`src/rtl/uart_game_tx.sv`:
```
// uart_game_tx: 8N1 UART sender for 3-byte START/SCORE game-link frames
module uart_game_tx #(
  parameter int         CLKS_PER_BIT = 651,
  parameter logic [7:0] HDR_START    = 8'hA5,
  parameter logic [7:0] HDR_SCORE    = 8'h5A
) (
  input  logic       pclk,
  input  logic       rst,
  input  logic       send_start,
  input  logic       send_score,
  input  logic [6:0] score,
  output logic       tx,
  output logic       busy,
  output logic       done
);
  localparam int CW = $clog2(CLKS_PER_BIT);
  localparam logic [CW-1:0] LAST = CW'(CLKS_PER_BIT - 1);
  typedef enum logic [1:0] {IDLE, START_BIT, DATA, STOP_BIT} state_t;
  state_t state;
  logic [CW-1:0] cnt;
  logic [2:0] bit_cnt;
  logic [1:0] byte_cnt;
  logic [7:0] hdr, pay, cur, sh;
  logic pend_start, pend_score, is_start, tick;
  logic [6:0] pend_val;
  // current frame byte (checksum derived from the latched header/payload) and bit-period end
  always_comb begin
    cur  = byte_cnt == 2'd0 ? hdr : byte_cnt == 2'd1 ? pay : hdr ^ pay;
    tick = cnt == LAST;
  end
  // frame sequencer, request latching and registered serial outputs
  always_ff @(posedge pclk or negedge rst) begin
    if (!rst) begin
      state      <= IDLE;
      cnt        <= '0;
      bit_cnt    <= '0;
      byte_cnt   <= '0;
      hdr        <= '0;
      pay        <= '0;
      sh         <= '0;
      pend_start <= 1'b0;
      pend_score <= 1'b0;
      pend_val   <= '0;
      is_start   <= 1'b0;
      tx         <= 1'b1;
      busy       <= 1'b0;
      done       <= 1'b0;
    end else begin
      done <= 1'b0;
      cnt  <= tick ? '0 : cnt + 1'b1;
      if (state != IDLE) begin
        if (send_start && !is_start) pend_start <= 1'b1;
        if (send_score) begin
          pend_score <= 1'b1;
          pend_val   <= score;
        end
      end
      case (state)
        IDLE: begin
          cnt      <= '0;
          byte_cnt <= '0;
          if (pend_start || send_start) begin
            hdr        <= HDR_START;
            pay        <= 8'h00;
            is_start   <= 1'b1;
            pend_start <= 1'b0;
            state      <= START_BIT;
            tx         <= 1'b0;
            busy       <= 1'b1;
            if (send_score) begin
              pend_score <= 1'b1;
              pend_val   <= score;
            end
          end else if (pend_score || send_score) begin
            hdr        <= HDR_SCORE;
            pay        <= {1'b0, send_score ? score : pend_val};
            is_start   <= 1'b0;
            pend_score <= 1'b0;
            state      <= START_BIT;
            tx         <= 1'b0;
            busy       <= 1'b1;
          end
        end
        START_BIT: if (tick) begin
          state   <= DATA;
          sh      <= cur;
          tx      <= cur[0];
          bit_cnt <= '0;
        end
        DATA: if (tick) begin
          sh      <= {1'b0, sh[7:1]};
          bit_cnt <= bit_cnt + 1'b1;
          state   <= bit_cnt == 3'd7 ? STOP_BIT : DATA;
          tx      <= bit_cnt == 3'd7 ? 1'b1 : sh[1];
        end
        STOP_BIT: if (tick) begin
          if (byte_cnt == 2'd2) begin
            state <= IDLE;
            busy  <= 1'b0;
            done  <= 1'b1;
          end else begin
            byte_cnt <= byte_cnt + 1'b1;
            state    <= START_BIT;
            tx       <= 1'b0;
          end
        end
        default: state <= IDLE;
      endcase
    end
  end
endmodule

```
`config.mk`:
```
export PLATFORM = sky130hd
export DESIGN_NAME = uart_game_tx
export DESIGN_NICKNAME = d
export VERILOG_FILES = /design/src/rtl/uart_game_tx.sv
export SDC_FILE = /design/constraint.sdc
export NUM_CORES = 1
export LEC_CHECK = 0
export ABC_CLOCK_PERIOD_IN_PS = 1700
export CORE_MARGIN = 2
export CORE_UTILIZATION = 35
export DETAILED_ROUTE_END_ITERATION = 12
export PLACE_DENSITY_LB_ADDON = 0.3
export SLEW_MARGIN = 0
export SYNTH_ARGS = -nofsm -noshare
export SYNTH_HDL_FRONTEND = slang
export SYNTH_SLANG_ARGS = --single-unit
```
`constraint.sdc`:
```
create_clock -name pclk -period 1.7 [get_ports pclk]
set_input_delay 0.34 -clock pclk [delete_from_list [all_inputs] [get_ports pclk]]
set_output_delay 0.34 -clock pclk [all_outputs]
set_load 0.02 [all_outputs]
```
======== Word level (Yosys, flattened, before mapping) ========
Index checks and enable logic that the tools add are counted.
storage, ports and cells
  input bits .............................. 11
  bits in registers ....................... 54
  logic and storage cells ................. 104
cells by class
  multiplexer cells ....................... 57
  bitwise operators ....................... 1
  equality and inequality tests ........... 13
  add/subtract/negate cells ............... 3
  reductions and logical operators ........ 16
operators with widths
  cell                                                              count
  8-bit 2-to-1 mux                                                  8
  7-bit 2-to-1 mux                                                  5
  1-bit 2-to-1 mux                                                  27
  10-bit 2-to-1 mux                                                 2
  8-bit one-hot mux with 2 select lines                             1
  2-bit 2-to-1 mux                                                  7
  10-bit by 1-bit adder with 10-bit output (second input constant)  1
  10-bit == test (second input constant)                            1
  2-bit inequality test (second input constant)                     5
  2-bit one-hot mux with 4 select lines                             1
  4-bit AND reduction                                               2
  2-bit nonzero test                                                4
  8-bit bitwise XOR                                                 1
  2-bit == test (second input constant)                             3
  3-bit 2-to-1 mux                                                  2
  3-bit one-hot mux with 2 select lines                             1
  3-bit AND reduction                                               2
  5-bit AND reduction                                               1
  2-bit by 1-bit == test with 1-bit output (second input constant)  2
  2-bit zero test                                                   2
  1-bit one-hot mux with 4 select lines                             1
  2-bit one-hot mux with 2 select lines                             1
  3-bit by 1-bit adder with 3-bit output (second input constant)    1
  3-bit == test (second input constant)                             1
  7 further kinds                                                   8

======== Longest topological paths before layout ========
  depth in word-level cells ............... 6
  depth in mapped cells ................... 7
  depth with buffers taken out ............ 6

======== Least setup slack after synthesis ========
Ideal clock, no wire load.
  kind .................................... register -> register
  start ................................... register state[0]
  end ..................................... register pend_val[0]
  slack ................................... -0.082 ns
  path buffers ............................ 1
  arrival time ............................ 1.658 ns
  cell stages (with the launch flop) ...... 7
  clock period less this slack ............ 1.782 ns
  cell sequence ........................... dfrtp_1 -> inv_1 -> ha_1 -> nor3b_1 -> nand2b_1 -> buf_2 -> mux2_2
between the ends
  cells in the longest elaborated chain, start to end .. 5
ends and longest elaborated chain
  what                    RTL line  source
  start, declared         19        state_t state;
  start signal, assigned  93        state <= bit_cnt == 3'd7 ? STOP_BIT : DATA;
  2-bit nonzero test      51        if (state != IDLE) begin
  7-bit 2-to-1 mux        51
  7-bit 2-to-1 mux        70        if (send_score) begin
  7-bit 2-to-1 mux        62        if (pend_start || send_start) begin
  7-bit 2-to-1 mux *      58        case (state)
  end signal, assigned    55        pend_val <= score;
  end signal, assigned    72        pend_val <= score;
  end, declared           25        logic [6:0] pend_val;
Mark *: on every way between the ends. The rest lies on a longest branch, timed or not.
A chain may end at the register's enable or synchronous reset.

======== Worst setup path in the final report ========
  start ................................... register cnt[6]
  end ..................................... register tx
between the ends
  cells in the longest elaborated chain, start to end .. 3
ends and longest elaborated chain
  what                             RTL line  source
  start, declared                  20        logic [CW-1:0] cnt;
  start signal, assigned           50        cnt <= tick ? '0 : cnt + 1'b1;
  10-bit == test *                 29        tick = cnt == LAST;
  2-bit inequality test (no line)  n/a
  5-bit AND reduction (no line) *  n/a
  end signal, assigned             87        tx <= cur[0];
  end signal, assigned             94        tx <= bit_cnt == 3'd7 ? 1'b1 : sh[1];
  end, declared                    12        output logic tx,
Marked as above.

==> flow_metrics.env <==
export IMPL_clock_sinks=45
export IMPL_clock_latency_ns=0.30
export IMPL_crit_chain="or3b_4, nor4_4, buf_4, o211ai_2, mux2_4"
export IMPL_status="finished with violations"
export IMPL_area_growth_pct=31.69
export IMPL_initial_utilization_pct=36.45
export IMPL_dp_hpwl_microns=3365
export IMPL_rrSetupSlack_ns=-0.06
export IMPL_peakVddDrop_mv=0.3660
export IMPL_gr_total_overflow=0
export IMPL_synth_edf_count=0
export IMPL_stdcell_area_sq_um=3083
export IMPL_drt_initial_drc_count=92
export IMPL_io_buffer_count=13
export IMPL_crit_required_ns=1.93
export IMPL_vias=1725
export IMPL_die_area_sq_um=7359
export IMPL_layout_min_cycle_time_ns=1.764
export IMPL_clock_root_buffer="clkbuf_8"
export IMPL_antenna_found_initial=0
export IMPL_finalNonFillerCells=347
export IMPL_ios=14
export IMPL_yosysSeqAreaShare_pct=48.16
export IMPL_wl_per_cell_microns=13.68
export IMPL_die_x_microns=85.79
export IMPL_hp_start="bit_cnt[0]"
export IMPL_hold_viol=0
export IMPL_avgSynthCellArea_sq_um=10.59
export IMPL_path_class="register to register"
export IMPL_cp_num_buf_inv=1
export IMPL_leakage_nw=1.418
export IMPL_chipHeight_microns=85.79
export IMPL_r2r_cells=5
export IMPL_worstPathArrival_ns=1.99
export IMPL_cts_max_level=2
export IMPL_syn_area_sq_um=2341
export IMPL_hold_end="bit_cnt[0]"
export IMPL_maxSlewHeadroom_pct=62.25
export IMPL_ys_warn_count=0
export IMPL_tightest_slew_ns=0.5625
export IMPL_r2r_end="tx"
export IMPL_async_flop_share_pct=100.0
export IMPL_antenna_left=0
export IMPL_violations="negative setup slack"
export IMPL_drv_slew=0
export IMPL_worst_slack_ns=-0.06424
export IMPL_ys_seq_elements=45
export IMPL_nNetsFinal=291
export IMPL_clk_pin_slew_worst_paths_ns=0.09
export IMPL_drt_wl_total_microns=4748
export IMPL_synth_ff_type="dfrtp_1"
export IMPL_hold_path_class="register to register"
export IMPL_routabilityCongestion=0.8267
export IMPL_cp_slowest_cell="or3b_4"
export IMPL_reg2reg_from="cnt[6]"
export IMPL_grt_start_max_net_pins=26
export IMPL_synth_fp_nets=243
export IMPL_core_sq_um=6422
export IMPL_grt_pass1_wl_microns=7803
export IMPL_fill_cells=575
export IMPL_firstDrtPassIters=4
export IMPL_path_delay_family="simple AND/OR/NAND/NOR gates"
export IMPL_dpl_cell_area_sq_um=2789
export IMPL_powerDensity_nw_per_um2=709.0
export IMPL_timing_fmax_mhz=566.8
export IMPL_numCtsBuffers=5
export IMPL_detailedPlace_worstSlack_ns=-0.1013
export IMPL_grt_setup_unrepaired="yes"
export IMPL_route_detailed_drc=0
export IMPL_slowest_delay_ns=0.42
export IMPL_setup_viol=9
export IMPL_grt_use_total_pct=13.45
export IMPL_drive_gt1_share_pct=28.15
export IMPL_worst_setup_path_start_kind="register"
export IMPL_postSynthCellCount=221
export IMPL_path_max_fanout=4
export IMPL_n_antenna_cell=0
export IMPL_synth_distinct_cells=46
export IMPL_via_per_inst=4.971
export IMPL_cp_end_kind="register"
export IMPL_dp_cells=335
export IMPL_cts_buffer_depth=2
export IMPL_grt_pass1_vias=1667
export IMPL_cts_tree="yes"
export IMPL_whs_path_depth=1
export IMPL_fin_worst_skew_ns=0.005320
export IMPL_post_route_period_util_pct=103.8
export IMPL_placementRows=29
export IMPL_cap_violations=0
state kept, by name (all words and copies together) (netlist names), 2 cells and up:
register,cells
state,2
bit_cnt,3
hdr,2
byte_cnt,2
cnt,10
sh,7
pay,7
pend_val,7
metal layers:
metal | vias to the layer above | wire length (microns) | share of wire, % | track usage (%)
met5 | - | 0 | 0 | 0
met4 | 0 | 61 | 1.3 | 4.329
met3 | 5 | 124 | 2.6 | 3.176
met2 | 19 | 2203 | 46 | 20.24
met1 | 824 | 2359 | 50 | 19.20
li1 | 877 | - | - | -
synth_stat cells, types with 4 or more instances:
library cell	number	share of area (%)
dfrtp_1	44	47
nand2_1	25	4.0
nor2_1	25	4.0
ha_1	11	5.9
inv_1	10	1.6
mux2i_1	10	4.3
mux2_2	8	3.8
o21ai_0	8	1.7
a21oi_1	7	1.5
a31oi_1	7	1.9
xnor2_1	6	2.2
nand2b_1	5	1.3
buf_2	4	0.86
power breakdown:
part / internal [mW] / switching, mW
sequential: 1.09 / 0.00894
clock: 0.592 / 0.383
combinational: 0.0674 / 0.0484
total: 1.75 / 0.441
worst max-delay path by stage:
stage	slack, ns	startpoint	to	cells after the start
after global routing	-0.18	cnt[0]	sh[2]	9
after CTS	-0.08	cnt[0]	byte_cnt[1]	7
final	-0.06	cnt[6]	tx	5
after global placement	-0.07	send_start	pend_val[6]	5
after detailed placement	-0.10	send_start	pend_val[1]	5
after floorplan	-0.009	cnt[5]	tx	5
kinds of logic after synthesis:
family	Yosys count	share of synthesized area, %
compound gates	44	13.58
xor+xnor	8	2.993
fa+ha+maj	11	5.879
buf+inv	18	3.421
flops	45	48.16
mux	20	9.407
simple gates	75	16.57
metrics by stage:
stage | hold slack [ns] | TNS, ns | power (mW) | utilization (%)
after floorplan | 0.04441 | -0.01865 | 1.150 | -
after global placement | 0.3278 | -1.001 | 1.212 | 43.42
after detailed placement | 0.3349 | -1.735 | 1.215 | 43.42
after CTS | 0.4956 | -0.6433 | 2.201 | 46.33
after global routing | 0.5200 | -1.845 | 2.263 | 48.00
final | 0.4888 | -0.3022 | 2.186 | 48.00
area by class of cell:
cell class	instances	area [sq um]	area share (%)
inverters	10	37.54	1.218
repair buffers	48	435.4	14.12
clock inverters	3	68.82	2.232
flip-flops and latches	45	1127	36.57
multi-input cells	159	1249	40.50
clock buffers	5	68.82	2.232
well taps	77	96.34	3.125
what timing repair did:
item / 4_1_cts / 5_1_grt
hold buffers: 1 / 0
gates cloned: 0 / 1
endpoints found under the setup margin: 21 / 33
resized for setup: 9 / 26
endpoints found under the hold margin: 7 / 0
setup buffers: 1 / 1
pin swaps: 5 / 5
worst reg2reg max path: cells and delay by family, from the launching register on:
kind                   cells  cell delay (ns)
DFF                        1             0.38
buffers and inverters      1             0.22
and+or+nand+nor            2             0.71
AOI/OAI and AO/OA          1             0.09
muxes                      1             0.30
placed cells by master, fill, tap and decap left out, types with 2 or more instances in the layout:
cell type,count
clkdlybuf4s50_1,11
o21a_1,2
a21oi_1,7
ha_1,8
inv_1,8
mux2_4,10
inv_2,2
a2111o_1,3
nand2b_1,4
nor3_1,3
bufinv_16,2
buf_6,7
buf_4,25
nand2_2,2
nand3_1,3
a32o_1,2
dfrtp_1,44
or2_4,2
o211ai_1,2
nor3b_1,2
a31oi_1,6
clkbuf_8,5
a211o_1,2
xor2_1,2
ha_2,2
mux2i_1,10
xnor2_1,6
nor2_2,3
o21ai_0,8
nand4b_1,2
nor2_1,22
nand2_1,22
(Power assumes the default switching activity.)
